===== src/rtl/mem_arbiter.sv =====
// mem_arbiter: shares one memory port between an I-side refill requester and a
// D-side refill/writeback requester, one cache-line burst at a time.
// Optional feature: define ARB_RR_EN for round-robin arbitration; without it
// the D-side has fixed priority on simultaneous requests.
module mem_arbiter #(
  parameter int LINE_WORDS = 8,
  parameter int ADDR_LEN   = 32
) (
  input  logic                clk,
  input  logic                rst,
  // I-side
  input  logic                i_req,
  input  logic [ADDR_LEN-1:0] i_addr,
  output logic                i_gnt,
  output logic [31:0]         i_rdata,
  output logic                i_rvalid,
  output logic                i_done,
  // D-side
  input  logic                d_req,
  input  logic                d_we,
  input  logic [ADDR_LEN-1:0] d_addr,
  input  logic [31:0]         d_wdata,
  output logic                d_gnt,
  output logic [31:0]         d_rdata,
  output logic                d_rvalid,
  output logic                d_wnext,
  output logic                d_done,
  // memory
  output logic                mem_req,
  output logic                mem_we,
  output logic [ADDR_LEN-1:0] mem_addr,
  output logic [31:0]         mem_wdata,
  input  logic [31:0]         mem_rdata,
  input  logic                mem_ready,
  output logic                busy
);

  localparam int BW   = $clog2(LINE_WORDS);
  localparam int OFFS = BW + 2;
  localparam logic [ADDR_LEN-1:0] LINE_MASK = {ADDR_LEN{1'b1}} << OFFS;
  localparam logic [BW-1:0]       LAST_BEAT = BW'(LINE_WORDS - 1);

  typedef enum logic [1:0] {IDLE, GRANT, BURST, DONE} state_t;

  state_t              state;
  state_t              state_nxt;
  logic                win_d;
  logic                lat_we;
  logic [ADDR_LEN-1:0] base_q;
  logic [BW-1:0]       beat;
  logic                any_req;
  logic                pick_d;

  assign any_req = i_req | d_req;
  assign busy    = (state != IDLE);

`ifdef ARB_RR_EN
  logic last_d;

  // Remember which side was granted last so the other side wins a tie next time.
  always_ff @(posedge clk or negedge rst) begin
    if (!rst) begin
      last_d <= 1'b0;
    end else if (state == GRANT) begin
      last_d <= win_d;
    end
  end

  assign pick_d = d_req & (~i_req | ~last_d);
`else
  assign pick_d = d_req;
`endif

  // State register; reset drops straight back to IDLE, aborting any burst.
  always_ff @(posedge clk or negedge rst) begin
    if (!rst) begin
      state <= IDLE;
    end else begin
      state <= state_nxt;
    end
  end

  // Latch the winner, its direction and its line base; step the beat counter.
  always_ff @(posedge clk or negedge rst) begin
    if (!rst) begin
      win_d  <= 1'b0;
      lat_we <= 1'b0;
      base_q <= '0;
      beat   <= '0;
    end else begin
      case (state)
        IDLE: begin
          if (any_req) begin
            win_d  <= pick_d;
            lat_we <= pick_d & d_we;
            base_q <= (pick_d ? d_addr : i_addr) & LINE_MASK;
          end
        end
        GRANT: beat <= '0;
        BURST: begin
          if (mem_ready && (beat != LAST_BEAT)) begin
            beat <= beat + BW'(1);
          end
        end
        default: ;
      endcase
    end
  end

  // Next-state and all outputs; only the winner's strobes are ever driven.
  always_comb begin
    state_nxt = state;
    i_gnt     = 1'b0;
    i_rdata   = '0;
    i_rvalid  = 1'b0;
    i_done    = 1'b0;
    d_gnt     = 1'b0;
    d_rdata   = '0;
    d_rvalid  = 1'b0;
    d_wnext   = 1'b0;
    d_done    = 1'b0;
    mem_req   = 1'b0;
    mem_we    = 1'b0;
    mem_addr  = '0;
    mem_wdata = '0;
    case (state)
      IDLE: begin
        if (any_req) begin
          state_nxt = GRANT;
        end
      end
      GRANT: begin
        i_gnt     = ~win_d;
        d_gnt     = win_d;
        state_nxt = BURST;
      end
      BURST: begin
        mem_req  = 1'b1;
        mem_we   = lat_we;
        mem_addr = base_q | ADDR_LEN'({beat, 2'b00});
        if (lat_we) begin
          mem_wdata = d_wdata;
        end
        if (mem_ready) begin
          if (lat_we) begin
            d_wnext = 1'b1;
          end else if (win_d) begin
            d_rvalid = 1'b1;
            d_rdata  = mem_rdata;
          end else begin
            i_rvalid = 1'b1;
            i_rdata  = mem_rdata;
          end
          if (beat == LAST_BEAT) begin
            state_nxt = DONE;
          end
        end
      end
      DONE: begin
        i_done    = ~win_d;
        d_done    = win_d;
        state_nxt = IDLE;
      end
      default: state_nxt = IDLE;
    endcase
  end

endmodule


===== config.mk =====
export PLATFORM = sky130hd
export DESIGN_NAME = mem_arbiter
export DESIGN_NICKNAME = d
export VERILOG_FILES = /design/src/rtl/mem_arbiter.sv
export SDC_FILE = /design/constraint.sdc
export NUM_CORES = 1
export LEC_CHECK = 0
export ABC_AREA = 1
export CAP_MARGIN = 10
export CORE_MARGIN = 8
export CORE_UTILIZATION = 25
export CTS_CLUSTER_DIAMETER = 30
export DETAILED_ROUTE_END_ITERATION = 10
export PLACE_DENSITY = 0.77
export SKIP_CTS_REPAIR_TIMING = 1
export SLEW_MARGIN = 10
export SYNTH_ARGS = -nofsm -noshare
export SYNTH_HDL_FRONTEND = slang
export SYNTH_SLANG_ARGS = --single-unit

===== constraint.sdc =====
create_clock -name clk -period 4.4 [get_ports clk]
set_input_delay 0.66 -clock clk [delete_from_list [all_inputs] [get_ports clk]]
set_output_delay 0.66 -clock clk [all_outputs]
set_load 0.01 [all_outputs]

==> impl_metrics.env <==
export IMPL_maxCapViolCount=0
export IMPL_rsz0062_at_grt="false"
export IMPL_syn_area_per_cell_um2=5.85
export IMPL_power_leakage_nw=3.02
export IMPL_start_kind="input port"
export IMPL_dpl_worst_slack_ns=1.05
export IMPL_netlist_instances=502
export IMPL_crit_buf_inv=2
export IMPL_grt_pass1_wl_um=19400
export IMPL_cp_slowest_cell="clkdlybuf4s50_1"
export IMPL_fillCellCount=1140
export IMPL_viasPerCell=3.99
export IMPL_worstSetupPathType="input port to output pin"
export IMPL_irDropWorstVdd_uv=207
export IMPL_clkSlewWorstSetupHoldPaths_ns=0.05
export IMPL_timing_final_max_slew_violations=0
export IMPL_cts_tree="done"
export IMPL_outcome="finished clean"
export IMPL_overflow=0
export IMPL_finalPower_mw=2.17
export IMPL_cp_required_ns=3.74
export IMPL_hold_slack_ns=0.469
export IMPL_period_share=0.760
export IMPL_layout_drive_gt1_share=0.0683
export IMPL_synthToLayoutAreaGrowth_pct=93.5
export IMPL_cts_buffer_depth=2
export IMPL_hpwl_um=10000
export IMPL_drt_iter0_drc=169
export IMPL_firstDrtPassIters=4
export IMPL_grt_max_degree=58
export IMPL_drc=0
export IMPL_worst_slew_pin_slew_ns=0.804
export IMPL_htreeDepth=2
export IMPL_setup_tns_ns=0
export IMPL_routed_via_count=3554
export IMPL_die_w_um=124
export IMPL_p_per_area_nw_per_um2=381
export IMPL_cp_arrival_ns=2.68
export IMPL_multi_input_area_um2=1390
export IMPL_hold_viol_final=0
export IMPL_ys_warn_count=0
export IMPL_rows=39
export IMPL_max_freq_mhz=299
export IMPL_cp_cell_sequence="clkdlybuf4s50_1 -> nand4_4 -> nor2_1 -> clkdlybuf4s50_1"
export IMPL_endpoint_kind="output pin"
export IMPL_grt_usage=0.152
export IMPL_crit_path_max_fanout=33
export IMPL_place_area_um2=5540
export IMPL_synth_seq_cells=34
export IMPL_antenna_cells=0
export IMPL_cpPeakStageDelay_ns=0.71
export IMPL_top_level_ports=272
export IMPL_setup_viol=0
export IMPL_regArea_um2=851
export IMPL_grt_antenna_before_repair=0
export IMPL_start_util=0.256
export IMPL_numCtsBuffers=5
export IMPL_fin_nets=886
export IMPL_ys_seq_area_frac=0.289
export IMPL_antenna_left=0
export IMPL_dieArea_um2=15500
export IMPL_drt_wl_total_um=12100
export IMPL_cts_root_buffer="clkbuf_16"
export IMPL_portBuffers=259
export IMPL_synth_cell_types=18
export IMPL_core_area_um2=11500
export IMPL_die_h_um=124
export IMPL_clk_latency_ns=0.27
export IMPL_clock_sinks=34
export IMPL_hold_path_class="input port to asynchronous set/reset pin"
export IMPL_synthesis_area_um2=2940
export IMPL_wl_per_cell_um=13.5
export IMPL_gp_congestion=0.814
export IMPL_design_area_um2=5690
export IMPL_maxSlewHeadroom=0.464
export IMPL_period_needed_ns=3.34
export IMPL_grt_pass1_vias=3471
export IMPL_path_delay_family="buffers and inverters"
export IMPL_cp_common_cell="clkdlybuf4s50_1"
export IMPL_fin_skew_ns=0.00316
export IMPL_fin_ws_ns=1.06
cells by family after synthesis:
group                      count (synthesis)  synth area share
buffers and inverters                    164             0.241
AOI/OAI and AO/OA                         29            0.0494
DFF                                       34             0.289
adders and majority gates                  6            0.0255
other                                      1           0.00128
and+or+nand+nor                          268             0.393
report_power, final:
part	total (mW)	internal [mW]	switching [mW]
clock network	0.350	0.224	0.125
registers	0.549	0.461	0.0883
logic	1.27	0.602	0.666
final timing paths:
| kind | from | to | slack [ns] | cells after the start |
|---|---|---|---|---|
| hold / removal | rst | base_q[18] | 0.47 | 1 |
| hold reg to reg | base_q[24] | base_q[24] | 0.47 | 2 |
| setup reg to reg | state[0] | beat[0] | 2.76 | 6 |
| max in group asynchronous | rst | beat[0] | 3.41 | 1 |
| min in group clk | base_q[24] | base_q[24] | 0.47 | 2 |
| setup / recovery | mem_ready | i_rdata[7] | 1.06 | 4 |
metal layers:
metal / up-vias / share of wire / track usage
met3: 9 / 0.084 / 0.0570
met1: 1506 / 0.42 / 0.173
met5: - / 0 / 0
met2: 152 / 0.49 / 0.267
met4: 0 / 0.0091 / 0.0255
li1: 1887 / - / -
flip-flops by register name, indices dropped and copies added (netlist names):
name and count:
win_d 1, base_q 27, lat_we 1, beat 3, state 2
cell usage after synthesis:
cell type / count / area (um^2)
nand2_1: 153 / 574
inv_2: 2 / 7.51
nand3_1: 6 / 30.0
buf_2: 11 / 55.1
nor2_2: 31 / 194
nor2_4: 2 / 22.5
nand4_4: 2 / 42.5
ha_1: 6 / 75.1
buf_6: 7 / 78.8
buf_4: 7 / 52.6
nor2_1: 68 / 255
dfrtp_1: 34 / 851
nand4_1: 5 / 31.3
clkbuf_1: 1 / 3.75
nand2_2: 1 / 6.26
conb_1: 1 / 3.75
o21ai_0: 29 / 145
inv_1: 136 / 510
through the flow:
step / utilization / instances
after CTS: 0.496 / 890
after global routing: 0.496 / 890
after floorplan: - / 503
after detailed placement: 0.483 / 882
after global placement: 0.483 / 882
final: 0.496 / 890
area by class of cell:
cell class / count / area share
Clock buffer: 7 / 0.0251
Clock inverter: 1 / 0.000880
Inverter: 138 / 0.0911
Multi-Input combinational cell: 305 / 0.244
Sequential cell: 34 / 0.150
Tap cell: 143 / 0.0315
Timing Repair Buffer: 262 / 0.458
placed cells by master (no fill, tap or decap):
cell type	count
buf_2	2
buf_4	3
clkbuf_1	1
clkbuf_16	5
clkbuf_8	1
clkdlybuf4s50_1	257
clkinv_2	1
conb_1	2
dfrtp_1	34
ha_1	5
ha_2	1
inv_1	136
inv_2	2
nand2_1	153
nand2_2	1
nand3_1	6
nand4_1	5
nand4_4	2
nor2_1	68
nor2_2	31
nor2_4	2
o21ai_0	29
(Power assumes the default switching activity.)
